## src/rtl/fir_xifu_wb.sv

```systemverilog
// FIR XIFU writeback stage. It is the only writer of the XIFU regfile, and it
// returns one CV-X-IF result per instruction through a small in-order FIFO.
package fir_xifu_pkg;

    localparam int unsigned XIFU_NB_REGS = 4;
    localparam int unsigned XIFU_RD_W    = $clog2(XIFU_NB_REGS);

    typedef struct packed {
        logic                 write;
        logic [XIFU_RD_W-1:0] rd;
        logic [31:0]          result;
    } fir_xifu_wb2regfile_t;

endpackage

module fir_xifu_wb
    import fir_xifu_pkg::*;
#(
    parameter int unsigned NB_REGS    = XIFU_NB_REGS,
    parameter int unsigned X_ID_WIDTH = 4,
    parameter int unsigned FIFO_DEPTH = 2
) (
    input  logic                       clk_i,
    input  logic                       rst_ni,

    input  logic                       ex_valid_i,
    output logic                       ex_ready_o,
    input  logic [X_ID_WIDTH-1:0]      ex_id_i,
    input  logic [31:0]                ex_result_i,
    input  logic [$clog2(NB_REGS)-1:0] ex_xrd_i,
    input  logic                       ex_xwe_i,
    input  logic [4:0]                 ex_crd_i,
    input  logic                       ex_cwe_i,

    output fir_xifu_wb2regfile_t       wb2regfile_o,

    output logic                       result_valid_o,
    input  logic                       result_ready_i,
    output logic [X_ID_WIDTH-1:0]      result_id_o,
    output logic [31:0]                result_data_o,
    output logic [4:0]                 result_rd_o,
    output logic                       result_we_o
);

    localparam int unsigned RD_W  = $clog2(NB_REGS);
    localparam int unsigned PTR_W = $clog2(FIFO_DEPTH);
    localparam int unsigned CNT_W = $clog2(FIFO_DEPTH + 1);
    localparam logic [CNT_W-1:0] DEPTH_C = CNT_W'(FIFO_DEPTH);

    // Stage register
    logic                  r_valid;
    logic [X_ID_WIDTH-1:0] r_id;
    logic [31:0]           r_result;
    logic [RD_W-1:0]       r_xrd;
    logic                  r_xwe;
    logic [4:0]            r_crd;
    logic                  r_cwe;

    // Result FIFO
    logic [X_ID_WIDTH-1:0] r_fifo_id   [FIFO_DEPTH];
    logic [31:0]           r_fifo_data [FIFO_DEPTH];
    logic [4:0]            r_fifo_rd   [FIFO_DEPTH];
    logic                  r_fifo_we   [FIFO_DEPTH];
    logic [PTR_W-1:0]      r_wr_ptr;
    logic [PTR_W-1:0]      r_rd_ptr;
    logic [CNT_W-1:0]      r_count;

    logic w_push;
    logic w_pop;
    logic w_load;

    // A full FIFO still takes the stage entry when the head leaves in the
    // same cycle, which keeps throughput at one operation per cycle.
    assign w_pop      = result_valid_o & result_ready_i;
    assign w_push     = r_valid & ((r_count < DEPTH_C) | w_pop);
    assign ex_ready_o = ~r_valid | w_push;
    assign w_load     = ex_valid_i & ex_ready_o;

    always_comb begin
        wb2regfile_o.write  = w_push & r_xwe;
        wb2regfile_o.rd     = r_xrd;
        wb2regfile_o.result = r_result;
    end

    // NOTE: sequential state uses non-blocking assignments so every register
    // samples the pre-edge values of the others, independent of block order.
    always_ff @(posedge clk_i or negedge rst_ni) begin
        if (!rst_ni) begin
            r_valid  <= 1'b0;
            r_id     <= '0;
            r_result <= '0;
            r_xrd    <= '0;
            r_xwe    <= 1'b0;
            r_crd    <= '0;
            r_cwe    <= 1'b0;
        end else begin
            if (w_load) begin
                r_valid  <= 1'b1;
                r_id     <= ex_id_i;
                r_result <= ex_result_i;
                r_xrd    <= ex_xrd_i;
                r_xwe    <= ex_xwe_i;
                r_crd    <= ex_crd_i;
                r_cwe    <= ex_cwe_i;
            end else if (w_push) begin
                r_valid  <= 1'b0;
            end
        end
    end

    // NOTE: the FIFO storage is reset because result_* are read straight from
    // the head slot and must be 0 out of reset; the array is only a few flops.
    always_ff @(posedge clk_i or negedge rst_ni) begin
        if (!rst_ni) begin
            for (int i = 0; i < FIFO_DEPTH; i++) begin
                r_fifo_id[i]   <= '0;
                r_fifo_data[i] <= '0;
                r_fifo_rd[i]   <= '0;
                r_fifo_we[i]   <= 1'b0;
            end
        end else if (w_push) begin
            r_fifo_id[r_wr_ptr]   <= r_id;
            r_fifo_data[r_wr_ptr] <= r_cwe ? r_result : 32'd0;
            r_fifo_rd[r_wr_ptr]   <= r_crd;
            r_fifo_we[r_wr_ptr]   <= r_cwe;
        end
    end

    // Pointers wrap naturally because FIFO_DEPTH is a power of two.
    always_ff @(posedge clk_i or negedge rst_ni) begin
        if (!rst_ni) begin
            r_wr_ptr <= '0;
            r_rd_ptr <= '0;
            r_count  <= '0;
        end else begin
            if (w_push) begin
                r_wr_ptr <= r_wr_ptr + PTR_W'(1);
            end
            if (w_pop) begin
                r_rd_ptr <= r_rd_ptr + PTR_W'(1);
            end
            case ({w_push, w_pop})
                2'b10:   r_count <= r_count + CNT_W'(1);
                2'b01:   r_count <= r_count - CNT_W'(1);
                default: r_count <= r_count;
            endcase
        end
    end

    assign result_valid_o = (r_count != '0);
    assign result_id_o    = r_fifo_id[r_rd_ptr];
    assign result_data_o  = r_fifo_data[r_rd_ptr];
    assign result_rd_o    = r_fifo_rd[r_rd_ptr];
    assign result_we_o    = r_fifo_we[r_rd_ptr];

endmodule

```

## config.mk

```make
export PLATFORM = sky130hd
export DESIGN_NAME = fir_xifu_wb
export DESIGN_NICKNAME = d
export VERILOG_FILES = /design/src/rtl/fir_xifu_wb.sv
export SDC_FILE = /design/constraint.sdc
export NUM_CORES = 1
export LEC_CHECK = 0
export ABC_AREA = 1
export CORE_UTILIZATION = 56
export DETAILED_ROUTE_END_ITERATION = 8
export PLACE_DENSITY = 0.9
export SETUP_SLACK_MARGIN = 0.4
export SLEW_MARGIN = 20
export SYNTH_ARGS = -nofsm -noshare
export SYNTH_HDL_FRONTEND = slang
export SYNTH_SLANG_ARGS = --single-unit
```

## constraint.sdc

```tcl
create_clock -name clk_i -period 3.7 [get_ports clk_i]
set_input_delay 0.37 -clock clk_i [delete_from_list [all_inputs] [get_ports clk_i]]
set_output_delay 0.37 -clock clk_i [all_outputs]
set_load 0.01 [all_outputs]
```

==> results.md <==
* Status: finished with violations
* Failing checks: hold timing
* MaxCap Viol Count at 0
* Crit path top cell by count: nand2_1
* Die height at 108 um
* Complex-gate fraction of the synthesized area at 0.00301
* R2R setup slack at 1.39 ns
* Crit path max fanout at 31
* Worst-path clk slew at 0.06 ns
* Critical Path Start Type: flip-flop
* Crit share post-route at 0.856
* Netlist cell types at 21
* Max clock buf depth at 2
* Cell Area, Synth at 6240 sq um
* CTS sink count at 134
* Worst-skew pair later-pin latency at 0.52 ns
* Placed insts at 1012
* First-pass GRT wire length at 27000 um
* Final hold violations at 24
* Initial Utilization at 0.576
* DRC at 0
* Antenna violations before repair at 0
* Synth Area in XOR/XNOR at 0.00421
* Pins Over Slew Limit at 0
* Metal3 WL at 1670 um
* Mux share of post-synthesis cell area at 0
* Setup repair after global routing missed its margin: false
* Number of diodes at 0
* DIE AREA at 11600 sq um
* Syn nets at 846
* Top routing layer in use: met4
* Via count at 5986
* Simple-gate area share of the yosys netlist at 0.381
* IO Port Bufs at 127
* Grt total ovfl at 0
* Register area share after synthesis at 0.537
* Area contributors post-synth: dfrtp_1, nand2_1, nand4_1
* Maximum vdd drop at 0.000503 V
* CTS resizes at 0
* Wire length on met2 at 7670 um
* Leakage at 0.00436 uW
* Final setup fails at 0
* WL/cell at 16.0 um
* Buf/Inv on CP at 3
* CP Class: flip-flop to primary output
* Root Buffer: clkbuf_8
* 1st-pass router iterations at 5
* Wl on met1 at 6760 um
* Worst-path cell chain: clkinv_1, buf_4, nand2_1, nand2_1, clkdlybuf4s50_1
* Top Ports at 128
* CP arrival at 2.80 ns
* Hold slack at -0.0502 ns
* 1st-iter DRT viols at 603
* CP Capture Type: primary output
* Layout area overhead at 29.1%
* Share of the synthesized area in the top cell type at 0.537
* Post-route ant nets at 0
* Post-Syn Area per Cell at 7.84 sq um
* Die Span X at 108 um
* Hold Path Class: input port to asynchronous set/reset pin
* Final Non-Filler Cells at 1043
* Worst path slowest cell: clkinv_1
* Gr usage total at 0.303
* Worst Skew at 0.0103 ns
* Post-Syn Instances at 796
* GPL Wtd Cong at 0.826
* Synth Register Bits at 134
* CP required at 3.33 ns
* Vias in the first global route at 5563
* Family with the most delay on the worst path: buffers and inverters
* Worst-margin pin slew at 0.984 ns
* Fmax at 0.316 GHz
* Final WL at 16700 um
* Setup Buffers After CTS at 0
* Fillers at 792
* Most frequent cells in the layout: nand2_1, dfrtp_1, clkdlybuf4s50_1
* DP Wirelength at 9840 um
* Vias/cell at 5.74
* Max stage delay on crit path at 0.77 ns
* Largest net degree at the start of global routing at 109
* Share of cells above drive strength 1 at 0.0587
* Nets at 941
* Total CTS buffers at 17
* Fin crit period at 3.17 ns
* Syn. warnings at 0
* Yosys top cell by area: dfrtp_1
* Core Area at 10800 sq um
* Adder-cell area share of the yosys netlist at 0.00200
* H-tree levels at 4
* Setup_tns at 0 ns
* Post-CTS Hold Buffers at 0
* Most common cell after layout, fill and taps aside: nand2_1
* Rel. slew slack at 0.340
* Pwr dens at 892 nW/um^2
* Rows at 38
* TritonCTS clock tree: built
* Largest family of logic cells by synthesized area: simple AND/OR/NAND/NOR gates
synthesized netlist by cell type:
| cell | instances |
|---|---|
| o21ai_2 | 1 |
| nand2_1 | 420 |
| nand3_1 | 46 |
| xor2_1 | 1 |
| inv_1 | 34 |
| nand3_2 | 2 |
| buf_2 | 16 |
| clkbuf_1 | 25 |
| a21oi_1 | 1 |
| buf_4 | 11 |
| or2_2 | 1 |
| nand4_1 | 84 |
| clkinv_1 | 2 |
| xnor2_1 | 2 |
| o21ai_0 | 1 |
| buf_6 | 3 |
| nor2_1 | 1 |
| nand2_2 | 2 |
| dfrtp_1 | 134 |
| buf_1 | 8 |
| ha_1 | 1 |
path summary, 6_finish.rpt:
path,start,endpoint,cells after the start
worst max-delay path,r_rd_ptr$_DFFE_PN0P_,result_id_o[3],5
worst min-delay path,rst_ni,r_fifo_data[44]$_DFFE_PN0P_,1
worst max register to register,r_valid$_DFFE_PN0P_,r_fifo_data[29]$_DFFE_PN0P_,5
worst min register to register,r_fifo_data[48]$_DFFE_PN0P_,r_fifo_data[48]$_DFFE_PN0P_,2
max in group asynchronous,rst_ni,r_result[15]$_DFFE_PN0P_,2
min in group clk_i,ex_cwe_i,r_cwe$_DFFE_PN0P_,3
power breakdown:
| group | internal (uW) | switching (uW) |
|---|---|---|
| Clock | 1060 | 623 |
| Combinational | 1210 | 1760 |
| Sequential | 2050 | 485 |
through the flow:
step / setup slack [ns] / utilization / area (sq um) / total power [uW] / hold slack (ns)
finish: 0.534 / 0.743 / 8060 / 7180 / -0.0502
global route: 0.435 / 0.743 / 8060 / 7600 / 0.0602
CTS: 0.586 / 0.743 / 8060 / 7160 / 0.0172
detailed placement: 1.14 / 0.688 / 7460 / 5420 / 0.458
global placement: 1.19 / 0.688 / 7460 / 5340 / 0.453
floorplan: 1.98 / - / 6240 / 4160 / 0.0744
state kept, by name, indices dropped and copies added (netlist names):
name / count
r_fifo_id: 8
r_result: 32
r_fifo_data: 64
r_xrd: 2
r_fifo_rd: 10
r_crd: 5
r_id: 4
r_rd_ptr: 1
r_cwe: 1
r_xwe: 1
r_valid: 1
r_wr_ptr: 1
r_fifo_we: 2
r_count: 2
logic make-up after synthesis:
group	count (synthesis)
AO/OA/AOI/OAI	3
adder cells (fa/ha/maj)	1
XOR/XNOR	3
flip-flops	134
buffers and inverters	99
AND/OR/NAND/NOR	556
routing by layer:
metal | up-vias | global-route usage
met5 | - | 0
met4 | 0 | 0.144
met3 | 67 | 0.0720
met2 | 351 | 0.453
met1 | 2828 | 0.417
li1 | 2740 | -
layout make-up:
cell class / instances / area, sq um / share of cell area
sequential: 134 / 3360 / 0.417
multi-input combinational: 563 / 2440 / 0.303
timing repair buffer: 139 / 1360 / 0.169
clock buffer: 20 / 445 / 0.0553
tap: 140 / 175 / 0.0217
clock inverter: 11 / 150 / 0.0186
inverter: 36 / 135 / 0.0168
No activity file was read; power rests on OpenSTA's default activity.
